[src/rtl/vector_chip_pkg.sv]
// Shared scalar-datapath definitions: register file geometry, the writeback
// request record and a small index decode helper.
package vector_chip_pkg;

  localparam int SCALAR_REG_WIDTH = 64;
  localparam int SCALAR_REG_DEPTH = 32;
  localparam int SCALAR_IDX_WIDTH = 5;

  // One writeback: target file, destination index and result value.
  typedef struct packed {
    logic                        fp;
    logic [SCALAR_IDX_WIDTH-1:0] rd;
    logic [SCALAR_REG_WIDTH-1:0] data;
  } wb_req_t;

  // Decode a register index into a one-hot scoreboard mask.
  function automatic logic [SCALAR_REG_DEPTH-1:0] idx_to_onehot(
    input logic [SCALAR_IDX_WIDTH-1:0] idx
  );
    logic [SCALAR_REG_DEPTH-1:0] oh;
    oh      = {SCALAR_REG_DEPTH{1'b0}};
    oh[idx] = 1'b1;
    return oh;
  endfunction

endpackage

[src/rtl/scalar_wb_arbiter_rr_arbiter.sv]
// Combinational round-robin arbiter: grants the first requester found when
// searching upward from the pointer, wrapping modulo N. Pointer storage and
// update live in the caller so one instance serves each register domain.
module rr_arbiter #(
  parameter int N     = 3,
  parameter int PTR_W = 2
) (
  input  logic [N-1:0]     req,
  input  logic [PTR_W-1:0] ptr,
  output logic [N-1:0]     gnt
);

  // Walk offsets 0..N-1 from the pointer; the first requesting slot wins.
  always_comb begin
    logic found_s;
    logic hit_s;
    gnt     = {N{1'b0}};
    found_s = 1'b0;
    hit_s   = 1'b0;
    for (int k = 0; k < N; k++) begin
      for (int j = 0; j < N; j++) begin
        hit_s   = !found_s && req[j] && (j == ((int'(ptr) + k) % N));
        gnt[j]  = gnt[j] | hit_s;
        found_s = found_s | hit_s;
      end
    end
  end

endmodule

[src/rtl/scalar_wb_arbiter.sv]
// Scalar writeback arbiter: merges NUM_SRC result sources onto one integer
// and one FP register-file write port (independent round-robin per domain),
// and keeps a pending-write scoreboard used to stall issue on busy targets.
// Optional build macro SCALAR_WB_BYPASS_EN adds same-cycle forwarding
// outputs carrying the granted results one cycle ahead of the write.
module scalar_wb_arbiter
  import vector_chip_pkg::*;
#(
  parameter int NUM_SRC    = 3,
  parameter int RR_EN_INIT = 0
) (
  input  logic                                      clk,
  input  logic                                      reset,
  input  logic [NUM_SRC-1:0]                        src_valid,
  input  logic [NUM_SRC-1:0]                        src_fp,
  input  logic [NUM_SRC-1:0][SCALAR_IDX_WIDTH-1:0]  src_rd,
  input  logic [NUM_SRC-1:0][SCALAR_REG_WIDTH-1:0]  src_data,
  output logic [NUM_SRC-1:0]                        src_ready,
  output logic                                      write,
  output logic [SCALAR_IDX_WIDTH-1:0]               wr_access_ptr,
  output logic [SCALAR_REG_WIDTH-1:0]               write_data,
  output logic                                      fwrite,
  output logic [SCALAR_IDX_WIDTH-1:0]               wr_faccess_ptr,
  output logic [SCALAR_REG_WIDTH-1:0]               fwrite_data,
  input  logic                                      issue_valid,
  input  logic                                      issue_fp,
  input  logic [SCALAR_IDX_WIDTH-1:0]               issue_rd,
  output logic                                      issue_stall,
`ifdef SCALAR_WB_BYPASS_EN
  output logic [1:0]                                byp_valid,
  output logic [1:0]                                byp_fp,
  output logic [1:0][SCALAR_IDX_WIDTH-1:0]          byp_rd,
  output logic [1:0][SCALAR_REG_WIDTH-1:0]          byp_data,
`endif
  output logic [SCALAR_REG_DEPTH-1:0]               busy_int,
  output logic [SCALAR_REG_DEPTH-1:0]               busy_fp
);

  localparam int PTR_W = (NUM_SRC > 1) ? $clog2(NUM_SRC) : 1;
  localparam logic [PTR_W-1:0] PTR_INIT = PTR_W'(RR_EN_INIT);

  logic [NUM_SRC-1:0]          req_int_s;
  logic [NUM_SRC-1:0]          req_fp_s;
  logic [NUM_SRC-1:0]          gnt_int_s;
  logic [NUM_SRC-1:0]          gnt_fp_s;
  logic                        int_any_s;
  logic                        fp_any_s;
  logic [PTR_W-1:0]            ptr_int_r;
  logic [PTR_W-1:0]            ptr_fp_r;
  wb_req_t                     int_sel_s;
  wb_req_t                     fp_sel_s;
  logic                        write_r;
  logic [SCALAR_IDX_WIDTH-1:0] wr_ptr_r;
  logic [SCALAR_REG_WIDTH-1:0] wr_data_r;
  logic                        fwrite_r;
  logic [SCALAR_IDX_WIDTH-1:0] fwr_ptr_r;
  logic [SCALAR_REG_WIDTH-1:0] fwr_data_r;
  logic [SCALAR_REG_DEPTH-1:0] busy_int_r;
  logic [SCALAR_REG_DEPTH-1:0] busy_fp_r;
  logic                        stall_s;
  logic                        accept_s;
  logic [SCALAR_REG_DEPTH-1:0] set_int_s;
  logic [SCALAR_REG_DEPTH-1:0] set_fp_s;
  logic [SCALAR_REG_DEPTH-1:0] clr_int_s;
  logic [SCALAR_REG_DEPTH-1:0] clr_fp_s;

  // Index of the single set bit of a grant vector.
  function automatic logic [PTR_W-1:0] onehot_to_idx(input logic [NUM_SRC-1:0] oh);
    logic [PTR_W-1:0] idx;
    idx = {PTR_W{1'b0}};
    for (int i = 0; i < NUM_SRC; i++) begin
      idx = idx | ({PTR_W{oh[i]}} & PTR_W'(i));
    end
    return idx;
  endfunction

  // Slot after the winner, wrapping back to source 0.
  function automatic logic [PTR_W-1:0] next_ptr(input logic [PTR_W-1:0] win);
    logic [PTR_W-1:0] nxt;
    if (win == PTR_W'(NUM_SRC - 1)) begin
      nxt = {PTR_W{1'b0}};
    end else begin
      nxt = win + PTR_W'(1);
    end
    return nxt;
  endfunction

  // Requests are masked during reset so no source sees a grant whose result
  // would be discarded.
  assign req_int_s = src_valid & ~src_fp & {NUM_SRC{~reset}};
  assign req_fp_s  = src_valid &  src_fp & {NUM_SRC{~reset}};

  rr_arbiter #(.N(NUM_SRC), .PTR_W(PTR_W)) u_arb_int (
    .req (req_int_s),
    .ptr (ptr_int_r),
    .gnt (gnt_int_s)
  );

  rr_arbiter #(.N(NUM_SRC), .PTR_W(PTR_W)) u_arb_fp (
    .req (req_fp_s),
    .ptr (ptr_fp_r),
    .gnt (gnt_fp_s)
  );

  assign src_ready = gnt_int_s | gnt_fp_s;
  assign int_any_s = |gnt_int_s;
  assign fp_any_s  = |gnt_fp_s;

  // Steer the granted source of each domain through an AND-OR mux.
  always_comb begin
    int_sel_s      = {$bits(wb_req_t){1'b0}};
    fp_sel_s       = {$bits(wb_req_t){1'b0}};
    int_sel_s.fp   = 1'b0;
    fp_sel_s.fp    = 1'b1;
    for (int i = 0; i < NUM_SRC; i++) begin
      int_sel_s.rd   = int_sel_s.rd   | ({SCALAR_IDX_WIDTH{gnt_int_s[i]}} & src_rd[i]);
      int_sel_s.data = int_sel_s.data | ({SCALAR_REG_WIDTH{gnt_int_s[i]}} & src_data[i]);
      fp_sel_s.rd    = fp_sel_s.rd    | ({SCALAR_IDX_WIDTH{gnt_fp_s[i]}}  & src_rd[i]);
      fp_sel_s.data  = fp_sel_s.data  | ({SCALAR_REG_WIDTH{gnt_fp_s[i]}}  & src_data[i]);
    end
  end

  // Advance each domain's pointer past its winner; hold when nothing granted.
  always_ff @(posedge clk or posedge reset) begin
    if (reset) begin
      ptr_int_r <= PTR_INIT;
      ptr_fp_r  <= PTR_INIT;
    end else begin
      if (int_any_s) begin
        ptr_int_r <= next_ptr(onehot_to_idx(gnt_int_s));
      end
      if (fp_any_s) begin
        ptr_fp_r <= next_ptr(onehot_to_idx(gnt_fp_s));
      end
    end
  end

  // Register the granted results onto the two register-file write ports.
  always_ff @(posedge clk or posedge reset) begin
    if (reset) begin
      write_r    <= 1'b0;
      wr_ptr_r   <= {SCALAR_IDX_WIDTH{1'b0}};
      wr_data_r  <= {SCALAR_REG_WIDTH{1'b0}};
      fwrite_r   <= 1'b0;
      fwr_ptr_r  <= {SCALAR_IDX_WIDTH{1'b0}};
      fwr_data_r <= {SCALAR_REG_WIDTH{1'b0}};
    end else begin
      write_r  <= int_any_s;
      fwrite_r <= fp_any_s;
      if (int_any_s) begin
        wr_ptr_r  <= int_sel_s.rd;
        wr_data_r <= int_sel_s.data;
      end
      if (fp_any_s) begin
        fwr_ptr_r  <= fp_sel_s.rd;
        fwr_data_r <= fp_sel_s.data;
      end
    end
  end

  assign write          = write_r;
  assign wr_access_ptr  = wr_ptr_r;
  assign write_data     = wr_data_r;
  assign fwrite         = fwrite_r;
  assign wr_faccess_ptr = fwr_ptr_r;
  assign fwrite_data    = fwr_data_r;

  // Scoreboard set/clear masks: a reservation sets, the cycle's commit clears.
  always_comb begin
    stall_s   = issue_valid & (issue_fp ? busy_fp_r[issue_rd] : busy_int_r[issue_rd]);
    accept_s  = issue_valid & ~stall_s;
    set_int_s = (accept_s & ~issue_fp) ? idx_to_onehot(issue_rd) : {SCALAR_REG_DEPTH{1'b0}};
    set_fp_s  = (accept_s &  issue_fp) ? idx_to_onehot(issue_rd) : {SCALAR_REG_DEPTH{1'b0}};
    clr_int_s = write_r  ? idx_to_onehot(wr_ptr_r)  : {SCALAR_REG_DEPTH{1'b0}};
    clr_fp_s  = fwrite_r ? idx_to_onehot(fwr_ptr_r) : {SCALAR_REG_DEPTH{1'b0}};
  end

  // Clear before set so a same-cycle reservation keeps the bit pending.
  always_ff @(posedge clk or posedge reset) begin
    if (reset) begin
      busy_int_r <= {SCALAR_REG_DEPTH{1'b0}};
      busy_fp_r  <= {SCALAR_REG_DEPTH{1'b0}};
    end else begin
      busy_int_r <= (busy_int_r & ~clr_int_s) | set_int_s;
      busy_fp_r  <= (busy_fp_r  & ~clr_fp_s)  | set_fp_s;
    end
  end

  assign issue_stall = stall_s;
  assign busy_int    = busy_int_r;
  assign busy_fp     = busy_fp_r;

`ifdef SCALAR_WB_BYPASS_EN
  // Slot 0 forwards the integer grant, slot 1 the FP grant.
  assign byp_valid   = {fp_any_s, int_any_s};
  assign byp_fp      = {fp_sel_s.fp, int_sel_s.fp};
  assign byp_rd[0]   = int_sel_s.rd;
  assign byp_rd[1]   = fp_sel_s.rd;
  assign byp_data[0] = int_sel_s.data;
  assign byp_data[1] = fp_sel_s.data;
`endif

endmodule

[config.mk]
export PLATFORM = sky130hd
export DESIGN_NAME = scalar_wb_arbiter
export DESIGN_NICKNAME = d
export VERILOG_FILES = /design/src/rtl/vector_chip_pkg.sv /design/src/rtl/scalar_wb_arbiter_rr_arbiter.sv /design/src/rtl/scalar_wb_arbiter.sv
export SDC_FILE = /design/constraint.sdc
export NUM_CORES = 1
export LEC_CHECK = 0
export ABC_AREA = 1
export CORE_AREA = 2 2 169 171
export DETAILED_ROUTE_END_ITERATION = 6
export DIE_AREA = 0 0 171 173
export PLACE_DENSITY = 0.8
export SLEW_MARGIN = 0
export SYNTH_ARGS = -nofsm -noshare
export SYNTH_HDL_FRONTEND = slang
export SYNTH_HIERARCHICAL = 1
export SYNTH_SLANG_ARGS = --single-unit
[constraint.sdc]
create_clock -name clk -period 30.9 [get_ports clk]
set_input_delay 6.18 -clock clk [delete_from_list [all_inputs] [get_ports clk]]
set_output_delay 6.18 -clock clk [all_outputs]
set_load 0.03 [all_outputs]
==> results of run 1 <==
[cells in the final DEF, fill, tap and decap left out, types with 2 or more instances in the layout]
master	instances
nand3_1	98
clkbuf_8	6
o21ai_0	69
nor2_2	4
clkbuf_16	23
diode_2	7
dfrtp_1	208
ha_1	4
nand4_1	149
nand3b_1	2
a31oi_1	2
nor2_1	55
buf_4	9
clkinv_2	5
nand2_1	771
a21oi_1	7
inv_1	54
clkdlybuf4s50_1	428
clkbuf_1	2
nand2_2	6
nor3_1	8
nor2_4	5
bufinv_16	3
[power by group]
part           internal [µW]  total (µW)  leakage (µW)  switching [µW]
Combinational            341         927       0.00401             586
Clock                    175         290      0.000395             115
Sequential               402         511       0.00244             109
Total                    918        1730       0.00685             811
[through the flow]
| step | hold slack (ns) | cell area (µm²) | utilization | instances | worst slack (ns) |
|---|---|---|---|---|---|
| floorplan | 0.502 | 10900 | - | 1528 | 12.37 |
| global placement | 0.468 | 15400 | 0.558 | 2264 | 14.53 |
| detailed placement | 0.470 | 15400 | 0.558 | 2264 | 14.44 |
| CTS | 0.486 | 16200 | 0.587 | 2304 | 14.46 |
| global route | 0.504 | 16200 | 0.587 | 2311 | 14.15 |
| finish | 0.485 | 16200 | 0.587 | 2311 | 14.50 |
[sequential cells by signal (all words and copies together), names as in the netlist]
name / count
write: 1
write_data: 64
ptr_fp_r: 2
busy_fp: 32
ptr_int_r: 2
fwrite: 1
fwrite_data: 64
busy_int: 32
wr_access_ptr: 5
wr_faccess_ptr: 5
[routing by layer]
layer  vias up  track usage  wire length [µm]
li1       5788            -                 -
met4         2        0.198              3360
met2       831        0.497             22000
met5         -            0                13
met3       182       0.0705              4650
met1      6140        0.383             17200
[cell type report]
type | instances | area share
flip-flops and latches | 208 | 0.321
multi-input cells | 1184 | 0.319
repair buffers | 438 | 0.268
clock buffers | 31 | 0.0410
well taps | 378 | 0.0291
inverters | 56 | 0.0134
clock inverters | 9 | 0.00763
diodes | 7 | 0.00108
[logic make-up after synthesis]
kind of cell | count (synthesis)
compound gates | 80
fa+ha+maj | 4
flops | 208
buf+inv | 136
simple gates | 1100
[worst max-delay path by stage]
stage	startpoint	endpoint	slack, ns	cells after the start
after global routing	reset	src_ready[0]	14.15	13
after floorplan	reset	src_ready[1]	12.37	13
final	reset	src_ready[0]	14.50	13
after detailed placement	reset	src_ready[0]	14.44	13
after CTS	reset	src_ready[0]	14.46	13
after global placement	reset	src_ready[0]	14.53	13
[critical path, stage by stage]
cell,delay [ns]
clkdlybuf4s50_1,0.54
inv_8,0.71
nand2_1,0.10
nor2_1,0.40
nor2_4,0.08
inv_1,0.07
nor2_1,0.06
nor2_2,0.17
nand4_1,0.17
nand2_4,0.74
inv_1,0.14
nand2_1,0.11
clkdlybuf4s50_1,0.67
==> impl_metrics.py, run 1 <==
metrics = {
    "power": {
        "power_density_nw_per_um2": 107,
        "total_power_uw": 1730,
        "p_leak_uw": 0.00685,
        "ir_drop_mv": 0.0553,
    },
    "logic_synthesis": {
        "yosysMostFrequentCell": "nand2_1",
        "synthArstFlopShare": 1.00,
        "synth_top_family_by_area": "simple AND/OR/NAND/NOR gates",
        "synth_fa_ha_area_frac": 0.00460,
        "synth_area_leader_cell": "dfrtp_1",
        "synthCells": 1528,
        "synth_compound_area_frac": 0.0372,
        "ys.warnings.count": 6,
        "synth_edf_count": 0,
        "ys.flop_type": "dfrtp_1",
        "synth_seq_cells": 208,
        "seq_area_frac_synth": 0.478,
        "synth.net_count": 1754,
        "synth_top_area_share": 0.478,
        "syn-cell-area_um2": 10900,
        "synth_mux_area_frac": 0,
        "synth.area.top_cells": "dfrtp_1 48%, nand2_1 27%, nand4_1 8.6%",
        "yosys-top-cells-count": "777 x nand2_1, 208 x dfrtp_1, 149 x nand4_1",
        "ys_types": 23,
        "synthSimpleGateAreaFrac": 0.430,
        "synth-xor-area-share": 0,
        "syn_avg_cell_area_um2": 7.12,
    },
    "worst_setup_path": {
        "crit_fanout": 138,
        "worst_ep_arrival_time_ns": 10.22,
        "timing.rr.end": "fwrite_data[2]",
        "critPathLaunchType": "input pin",
        "rrSetupSlack_ns": 27.27,
        "cp-end-kind": "primary output",
        "cp.required_ns": 24.72,
        "critical_path_class": "in2out",
        "rr_startpoint": "ptr_fp_r[1]",
        "ff2ff_path_depth": 14,
    },
    "floorplanning": {
        "die_y_um": 173,
        "io_pins": 430,
        "core_um2": 27600,
        "initial_utilization": 0.394,
        "num_rows": 61,
        "die_x_um": 171,
        "dieArea_um2": 29600,
    },
    "hold_path": {
        "whs_path_depth": 2,
        "hold_end": "write_data[63]",
        "min_from": "write_data[63]",
        "hp-class": "reg2reg",
    },
    "clocking": {
        "cts.sinks": 208,
        "cts_root_buf": "clkbuf_16",
        "clk_pin_slew_worst_paths_ns": 0.06,
        "holdBufCountCts": 0,
        "post-cts-setup-buffer-count": 0,
        "cts_made_buffers": 23,
        "clock_latency_ns": 0.52,
        "postCtsResizedCells": 0,
        "cts.path.max_buffers": 3,
        "cts.htree.levels": 1,
        "cts_tree": "built",
    },
    "cells_and_area": {
        "drive_above_1_share": 0.0348,
        "nFillCells": 2552,
        "multiInputGateArea_um2": 5170,
        "syn2layout_area_growth_pct": 49.1,
        "regArea_um2": 5200,
        "nets": 2137,
    },
    "drt": {
        "drt-vias-per-instance": 5.60,
        "num_vias": 12900,
        "drtPass1Iterations": 6,
        "antenna_left": 0,
        "drt-total-wl_mm": 47.2,
        "drt-initial-drc-count": 1024,
        "drc_errors": 0,
        "wl_per_cell_um": 20.4,
    },
    "global_routing": {
        "gr-total-overflow": 0,
        "grt_use_total": 0.313,
        "antenna_found_initial": 9,
        "grt_pass1_vias": 12700,
        "grt_max_degree": 139,
        "grt_pass1_wl_mm": 72.0,
    },
    "timing": {
        "finClkSkew_ns": 0.0190,
        "slew_headroom": 0.210,
        "hold_violations": 0,
        "fin_crit_sh": 0.531,
        "rsz0062_at_grt": "false",
        "setup_viol": 0,
        "max_freq_mhz": 61.0,
        "finalWorstPathRequiredPeriod_ns": 16.40,
        "tightest_slew_ns": 1.19,
        "finalSetupTns_ns": 0,
        "finalMaxSlewViolations": 0,
    },
    "placed_design": {
        "portBuffers": 429,
        "place_congestion": 0.922,
        "place_hpwl_mm": 33.6,
    },
    "run": {
        "cap_violations": 0,
    },
    "outcome": {
        "outcome": "finished, final reports clean",
    },
}
(Power assumes the default switching activity.)
==> run 2: changes to the inputs <==
==> constraint.sdc (replaced) <==
create_clock -name clk -period 16.5 [get_ports clk]
set_input_delay 3.3 -clock clk [delete_from_list [all_inputs] [get_ports clk]]
set_output_delay 3.3 -clock clk [all_outputs]
set_load 0.03 [all_outputs]
==> run 2 against run 1 <==
  * Via count decreased by 0.58%
  * Final area decreased by 0.22%
  * Sequential share of layout area increased by 0.072 points
  * Setup slack got worse by 8.6 ns
  * Register-to-register slack got worse by 14 ns
  * Die area unchanged
  * Critical path depth unchanged
  * Final cell count about the same
  * First-iteration DRC count increased by 15%
  * Clock skew decreased by 0.0091 ns
  * Core utilization decreased by 0.13 points
  * Critical endpoint unchanged
  * Largest power group unchanged
==> impl_metrics.py, run 2 (synthesized netlist as in run 1, its figures left out) <==
metrics = {
    "drt": {
        "antenna_left": 0,
        "drc_errors": 0,
        "drtPass1Iterations": 5,
        "drt-total-wl_mm": 46.3,
        "drt-initial-drc-count": 1181,
        "wl_per_cell_um": 20.1,
        "num_vias": 12900,
        "drt-vias-per-instance": 5.57,
    },
    "timing": {
        "finClkSkew_ns": 0.00994,
        "setup_viol": 0,
        "fin_crit_sh": 0.642,
        "fin_hold_ws_ns": 0.481,
        "hold_violations": 0,
        "rsz0062_at_grt": "false",
        "slew_headroom": 0.195,
        "max_freq_mhz": 94.4,
        "finalSetupTns_ns": 0,
        "finalWorstPathRequiredPeriod_ns": 10.59,
        "finalMaxSlewViolations": 0,
        "tightest_slew_ns": 1.21,
    },
    "clocking": {
        "post-cts-setup-buffer-count": 0,
        "holdBufCountCts": 0,
        "cts_made_buffers": 23,
        "cts.path.max_buffers": 3,
        "cts_tree": "built",
        "cts.sinks": 208,
        "clk_pin_slew_worst_paths_ns": 0.06,
        "clock_latency_ns": 0.51,
        "cts_root_buf": "clkbuf_16",
        "cts.htree.levels": 1,
        "postCtsResizedCells": 0,
    },
    "placed_design": {
        "place_congestion": 0.983,
        "portBuffers": 429,
        "place_hpwl_mm": 33.0,
    },
    "worst_setup_path": {
        "cp-end-kind": "primary output",
        "cp.required_ns": 13.20,
        "ff2ff_path_depth": 15,
        "critPathLaunchType": "input pin",
        "crit_fanout": 138,
        "critical_path_class": "in2out",
        "worst_ep_arrival_time_ns": 7.29,
    },
    "floorplanning": {
        "num_rows": 61,
        "dieArea_um2": 29600,
        "io_pins": 430,
        "core_um2": 27600,
        "initial_utilization": 0.394,
        "die_x_um": 171,
        "die_y_um": 173,
    },
    "cells_and_area": {
        "nets": 2136,
        "nFillCells": 2527,
        "final_cell_mix": "771 x nand2_1, 428 x clkdlybuf4s50_1, 208 x dfrtp_1",
        "drive_above_1_share": 0.0338,
        "syn2layout_area_growth_pct": 48.7,
        "utilization": 0.586,
        "final_common_cell": "nand2_1",
    },
    "hold_path": {
        "hp-class": "reg2reg",
        "whs_path_depth": 2,
    },
    "global_routing": {
        "grt_use_total": 0.307,
        "antenna_found_initial": 9,
        "grt_pass1_wl_mm": 70.9,
        "grt_pass1_vias": 12500,
        "gr-total-overflow": 0,
        "grt_max_degree": 139,
    },
    "power": {
        "p_leak_uw": 0.00682,
        "ir_drop_mv": 0.110,
        "power_density_nw_per_um2": 198,
    },
    "run": {
        "cap_violations": 0,
    },
    "outcome": {
        "outcome": "finished, final reports clean",
    },
}
run 2: cell count changes in the layout (fill, tap and decap cells not counted):
cell,previous run,this run
bufinv_16,3,2
clkinvlp_4,0,1
diode_2,7,8
buf_4,9,8
inv_6,1,0
run 2: worst max-delay path: stages:
cell	delay, ns
clkdlybuf4s50_1	0.54
inv_8	0.71
nand2_1	0.10
nor2_1	0.39
nor2_4	0.08
inv_1	0.07
nor2_1	0.06
nor2_2	0.17
nand4_1	0.16
nand2_4	0.71
inv_1	0.14
nand2_1	0.12
clkdlybuf4s50_1	0.68
run 2: routing by layer:
layer | vias to the layer above | track usage | wire, µm
met2 | 842 | 0.486 | 21400
li1 | 5782 | - | -
met3 | 189 | 0.0696 | 4850
met4 | 2 | 0.195 | 3310
met1 | 6053 | 0.376 | 16800
met5 | - | 0 | 11
run 2: path summary, 6_finish.rpt:
check | start | endpoint | slack (ns)
max reg2reg | ptr_int_r[1] | write_data[9] | 13.04
min in group asynchronous | reset | write_data[61] | 3.48
max in group asynchronous | reset | write_data[29] | 11.38
max | reset | src_ready[0] | 5.91
min | write_data[2] | write_data[2] | 0.48
min reg2reg | write_data[2] | write_data[2] | 0.48
run 2: through the flow:
step / setup slack, ns / cells / power [µW] / cell area, µm²
after floorplan: 3.73 / 1528 / 1870 / 10900
after detailed placement: 5.86 / 2263 / 2680 / 15400
after CTS: 5.85 / 2302 / 3210 / 16200
final: 5.91 / 2310 / 3210 / 16200
after global placement: 5.92 / 2263 / 2660 / 15400
after global routing: 5.55 / 2310 / 3370 / 16200
run 2: area by class of cell:
| class | count | area, µm² | area share |
|---|---|---|---|
| Clock inverter | 8 | 92.6 | 0.00572 |
| Tap cell | 378 | 473 | 0.0292 |
| Clock buffer | 31 | 666 | 0.0411 |
| Sequential cell | 208 | 5200 | 0.321 |
| Timing Repair Buffer | 437 | 4350 | 0.269 |
| Multi-Input combinational cell | 1184 | 5170 | 0.319 |
| Antenna cell | 8 | 20.0 | 0.00124 |
| Inverter | 56 | 218 | 0.0134 |
run 2: where the power goes:
part	leakage (µW)	total, µW	internal (µW)	switching, µW
Sequential	0.00244	965	753	212
Combinational	0.00400	1720	638	1090
Clock	0.000377	523	312	211
Total	0.00682	3210	1700	1510
==> run 3: changes to the inputs <==
==> constraint.sdc (replaced) <==
create_clock -name clk -period 10.95 [get_ports clk]
set_input_delay 2.19 -clock clk [delete_from_list [all_inputs] [get_ports clk]]
set_output_delay 2.19 -clock clk [all_outputs]
set_load 0.03 [all_outputs]
==> run 3 against run 2 <==
  * Final cell count increased by 0.22%
  * Sequential power increased by 50%
  * Count of clock-buffer cells in the layout is 5 higher
  * First-iteration DRC count fell by 7.8%
  * Global-route usage rose by 0.45 points
  * Core utilization rose by 0.31 points
  * Critical path depth stayed put
  * Hold slack gained 0.0027 ns
  * Die area unchanged
  * Final area rose by 0.53%
  * Clock power is 63% higher
  * Non-clock buffer count up 2
  * Critical path type unchanged
  * Highest routed layer unchanged
==> impl_metrics.py, run 3 (synthesized netlist as in run 1, its figures left out) <==
metrics = {
    "timing": {
        "finClkSkew_ns": 0.0106,
        "finalMaxSlewViolations": 0,
        "max_freq_mhz": 123,
        "setup_viol": 0,
        "rsz0062_at_grt": "false",
        "fin_hold_ws_ns": 0.484,
        "slew_headroom": 0.214,
        "finalWorstPathRequiredPeriod_ns": 8.14,
        "postLayoutSetupSlackWorst_ns": 2.81,
        "hold_violations": 0,
        "finalSetupTns_ns": 0,
        "tightest_slew_ns": 1.18,
        "fin_crit_sh": 0.743,
    },
    "placed_design": {
        "place_hpwl_mm": 33.2,
        "dpl_worst_slack_ns": 2.81,
        "portBuffers": 429,
        "place_congestion": 0.920,
        "placed_area_um2": 15400,
    },
    "global_routing": {
        "grt_max_degree": 94,
        "grt.met2_usage": 0.495,
        "grt_pass1_vias": 12600,
        "met1_usage": 0.389,
        "gr-total-overflow": 0,
        "grt_pass1_wl_mm": 71.5,
        "grt_use_total": 0.311,
        "busiest_layer": "met2",
        "met3_usage": 0.0705,
        "antenna_found_initial": 8,
    },
    "power": {
        "power_density_nw_per_um2": 301,
        "p_leak_uw": 0.00687,
        "ir_drop_mv": 0.190,
        "total_power_uw": 4900,
    },
    "floorplanning": {
        "die_y_um": 173,
        "io_pins": 430,
        "initial_utilization": 0.394,
        "core_um2": 27600,
        "die_x_um": 171,
        "num_rows": 61,
        "dieArea_um2": 29600,
    },
    "cells_and_area": {
        "regArea_um2": 5200,
        "drive_above_1_share": 0.0347,
        "final_common_cell": "nand2_1",
        "final_cell_mix": "771 x nand2_1, 428 x clkdlybuf4s50_1, 208 x dfrtp_1",
        "syn2layout_area_growth_pct": 49.5,
        "multiInputGateArea_um2": 5170,
        "fin_area_um2": 16300,
        "nets": 2139,
        "nFillCells": 2479,
    },
    "clocking": {
        "post-cts-setup-buffer-count": 0,
        "cts.path.max_buffers": 3,
        "clk_pin_slew_worst_paths_ns": 0.06,
        "cts_tree": "built",
        "cts_made_buffers": 24,
        "cts.sinks": 208,
        "cts_root_buf": "clkbuf_16",
        "holdBufCountCts": 0,
        "cts.htree.levels": 1,
        "postCtsResizedCells": 0,
        "clock_latency_ns": 0.52,
    },
    "run": {
        "cap_violations": 0,
    },
    "worst_setup_path": {
        "critical_path_class": "in2out",
        "cp-end-kind": "primary output",
        "critPathLaunchType": "input pin",
        "crit_fanout": 93,
        "worst_ep_arrival_time_ns": 5.95,
        "cp.required_ns": 8.76,
    },
    "drt": {
        "antenna_left": 0,
        "drt-vias-per-instance": 5.51,
        "drt-initial-drc-count": 1089,
        "drtPass1Iterations": 6,
        "drt-total-wl_mm": 46.7,
        "wl_per_cell_um": 20.2,
        "num_vias": 12800,
        "drc_errors": 0,
    },
    "hold_path": {
        "hp-class": "reg2reg",
    },
    "outcome": {
        "outcome": "finished, final reports clean",
    },
}
## run 3: changes by cell type in the layout (fill, tap and decap cells not counted)
cell	change
inv_6	+1
clkinv_2	-2
clkbuf_16	+2
clkbuf_1	+4
clkbuf_8	-1
buf_4	+2
diode_2	-1
bufinv_16	+1
clkinvlp_4	-1
## run 3: per-layer routing
layer	share of wire	routed length (µm)
met3	0.095	4440
met5	0.00028	13
met4	0.065	3050
met2	0.46	21600
met1	0.38	17600
## run 3: worst max-delay path, stage by stage
cell and delay (ns):
clkdlybuf4s50_1 0.54, inv_8 0.49, nand2_1 0.10, nor2_1 0.42, nor2_4 0.09, inv_1 0.07, nor2_1 0.06, nor2_2 0.15
nand4_1 0.14, nand2_4 0.72, inv_1 0.16, nand2_1 0.12, clkdlybuf4s50_1 0.67
## run 3: worst paths after layout
check | start | slack (ns) | depth (start not counted) | to
worst max-delay path | reset | 2.81 | 13 | src_ready[0]
worst min-delay path | write_data[50] | 0.48 | 2 | write_data[50]
worst max register to register | ptr_int_r[1] | 7.47 | 15 | write_data[4]
worst min register to register | write_data[50] | 0.48 | 2 | write_data[50]
max in group asynchronous | reset | 6.65 | 4 | fwrite_data[3]
min in group asynchronous | reset | 2.24 | 2 | write_data[62]
## run 3: through the flow
step | instances | utilization
2_1_floorplan | 1528 | -
3_3_place_gp | 2265 | 0.558
3_5_place_dp | 2265 | 0.558
4_1_cts | 2308 | 0.589
5_1_grt | 2315 | 0.589
6_report | 2315 | 0.589
## run 3: final cells by class
class,instances,area share
clock buffers,36,0.0440
repair buffers,439,0.268
multi-input cells,1184,0.318
well taps,378,0.0291
inverters,56,0.0134
clock inverters,7,0.00699
diodes,7,0.00108
flip-flops and latches,208,0.320
## run 3: power by group
group	internal (µW)	switching, µW	leakage (µW)	total [µW]
combinational	962	1640	0.00401	2600
clock	522	329	0.000410	851
sequential	1130	314	0.00244	1450
==> patch: new RTL, flow settings as in run 2 <==
Change the package constant `SCALAR_IDX_WIDTH` from 5 to 4.
--- a/src/rtl/vector_chip_pkg.sv
+++ b/src/rtl/vector_chip_pkg.sv
@@ -6,3 +6,3 @@
   localparam int SCALAR_REG_DEPTH = 32;
-  localparam int SCALAR_IDX_WIDTH = 5;
+  localparam int SCALAR_IDX_WIDTH = 4;
 
Ports: changed (resized issue_rd, src_rd, wr_access_ptr and wr_faccess_ptr); port bits go from 430 to 424. The function was not compared with the original's and may differ.
==> patch against run 2 <==
- via count is 16% lower
- synthesized area decreased by 13%
- maximum frequency grew 3.1%
- sequential cell count fell by 34
- cell area shrank 13%
- worst hold slack improved by 0.0023 ns
- wire length fell by 20%
- setup slack better by 0.32 ns
- clock skew grew 0.0024 ns
- clock power shrank 21%
- die area unchanged
- power decreased by 15%
- global-route usage fell by 6.2 points
- largest cell class is now multi-input combinational cells
- highest routed layer is now met4
==> patch: results (changes against run 2) <==
\begin{tabular}{lr}
\hline
Metric & Value \\
\hline
\multicolumn{2}{l}{\textbf{Placement}} \\
\quad Setup WS pre-CTS & 6.27 ns (was 5.86 ns) \\
\quad Final weighted congestion of routability-driven global placement & 0.920 (was 0.983) \\
\quad Port-buffer cells & 391 (was 429) \\
\quad Estimated wirelength of the detail-placed design & 26.9 mm (was 33.0 mm) \\
\multicolumn{2}{l}{\textbf{Setup path}} \\
\quad Max FO, Critical Path & 70 (was 138) \\
\quad Length in cells of the worst reg-to-reg path & 16 (was 15) \\
\multicolumn{2}{l}{\textbf{Timing}} \\
\quad Fin Clk Skew & 0.0124 ns (was 0.00994 ns) \\
\quad Remaining max-slew budget at the tightest pin & 30.6\% (was 19.5\%) \\
\multicolumn{2}{l}{\textbf{Yosys}} \\
\quad Most frequent cells after synthesis & 696 x sky130\_fd\_sc\_hd\_\_nand2\_1, 174 x sky130\_fd\_sc\_hd\_\_dfrtp\_1, 174 x sky130\_fd\_sc\_hd\_\_nand4\_1 (was 777 x sky130\_fd\_sc\_hd\_\_nand2\_1, 208 x sky130\_fd\_sc\_hd\_\_dfrtp\_1, 149 x sky130\_fd\_sc\_hd\_\_nand4\_1) \\
\quad Sequential cell area fraction in the yosys report & 46.0\% (was 47.8\%) \\
\quad Cell types occupying the most area after synthesis & sky130\_fd\_sc\_hd\_\_dfrtp\_1 46\%, sky130\_fd\_sc\_hd\_\_nand2\_1 28\%, sky130\_fd\_sc\_hd\_\_nand4\_1 12\% (was sky130\_fd\_sc\_hd\_\_dfrtp\_1 48\%, sky130\_fd\_sc\_hd\_\_nand2\_1 27\%, sky130\_fd\_sc\_hd\_\_nand4\_1 8.6\%) \\
\multicolumn{2}{l}{\textbf{Power}} \\
\quad Worst IR drop on VDD & 0.0000964 V (was 0.000110 V) \\
\quad Switching power share of the total & 47.7\% (was 47.0\%) \\
\multicolumn{2}{l}{\textbf{Finish}} \\
\quad Post-layout nets & 1895 (was 2136) \\
\quad Ratio of cells with drive above 1 in the final layout & 3.50\% (was 3.38\%) \\
\quad Ant. Diodes & 0 (was 8) \\
\multicolumn{2}{l}{\textbf{Global routing}} \\
\quad Largest net degree at the start of global routing & 72 (was 139) \\
\quad Global-route wire length before repair & 57.2 mm (was 70.9 mm) \\
\multicolumn{2}{l}{\textbf{Run status}} \\
\quad Run status & finished clean (unchanged) \\
\multicolumn{2}{l}{\textbf{Route}} \\
\quad WL final & 37.3 mm (was 46.3 mm) \\
\hline
\end{tabular}
## patch: cell count changes after synthesis, moves of 6 or more
cell,change
sky130_fd_sc_hd__buf_4,+27
sky130_fd_sc_hd__dfrtp_1,-34
sky130_fd_sc_hd__nor3_1,-8
sky130_fd_sc_hd__nand4_1,+25
sky130_fd_sc_hd__nand2_1,-81
sky130_fd_sc_hd__nor2_1,-6
sky130_fd_sc_hd__o21ai_0,-33
sky130_fd_sc_hd__nand3_1,-84
sky130_fd_sc_hd__clkbuf_1,-11
## patch: how the worst max path moves through the flow
| stage | cells past startpoint | startpoint | end | slack [ns] |
|---|---|---|---|---|
| 2_1_floorplan | 13 | reset | src_ready[0] | 4.47 |
| 3_3_place_gp | 14 | reset | src_ready[0] | 6.46 |
| 3_5_place_dp | 14 | reset | src_ready[1] | 6.27 |
| 4_1_cts | 14 | reset | src_ready[1] | 6.25 |
| 5_1_grt | 14 | reset | src_ready[1] | 5.91 |
| 6_report | 14 | reset | src_ready[1] | 6.22 |
## patch: power groups by stage
stage,sequential (mW),clock [mW],combinational [mW]
after floorplan,1.16,0,0.479
after global placement,0.807,0,1.50
after detailed placement,0.808,0,1.53
after CTS,0.805,0.418,1.53
after global routing,0.830,0.436,1.62
final,0.807,0.411,1.52
## patch: kinds of logic (layout without fill, tap and decap cells)
group	after synthesis	after routing	share of synthesized area (%)
AND/OR/NAND/NOR	945	945	42.8
flip-flops	174	174	46.0
buffers and inverters	157	483	7.90
AO/OA/AOI/OAI	46	46	2.72
adder cells (fa/ha/maj)	4	4	0.529
other	1	32	0.0396
## patch: area by class of cell
| type | count | area (µm²) |
|---|---|---|
| fillers | 2696 | 13500 |
| multi-input cells | 1027 | 4510 |
| flip-flops and latches | 174 | 4350 |
| repair buffers | 401 | 3990 |
| inverters | 52 | 200 |
| clock inverters | 13 | 161 |
| clock buffers | 17 | 425 |
| well taps | 378 | 473 |
## patch: metrics by stage
stage	area [µm²]	util (%)	hold slack [ns]	total power [mW]
global placement	13500	48.9	0.468	2.30
global route	14100	51.1	0.510	2.89
detailed placement	13500	48.9	0.470	2.33
finish	14100	51.1	0.483	2.74
CTS	14100	51.1	0.488	2.75
floorplan	9580	-	0.502	1.64
## patch: critical path, delay by kind of cell
family,cells,cell delay (ns)
buf+inv,6,2.46
compound gates,1,0.23
simple gates,7,0.96
## patch: layer usage
metal | wire length [µm] | share of wire [%] | vias to the layer above | GRT usage, %
li1 | - | - | 4942 | -
met1 | 13900 | 37 | 5115 | 29.3
met2 | 18400 | 49 | 662 | 42.5
met3 | 3570 | 9.6 | 91 | 5.31
met4 | 1410 | 3.8 | 0 | 9.82
met5 | 0 | 0 | - | 0
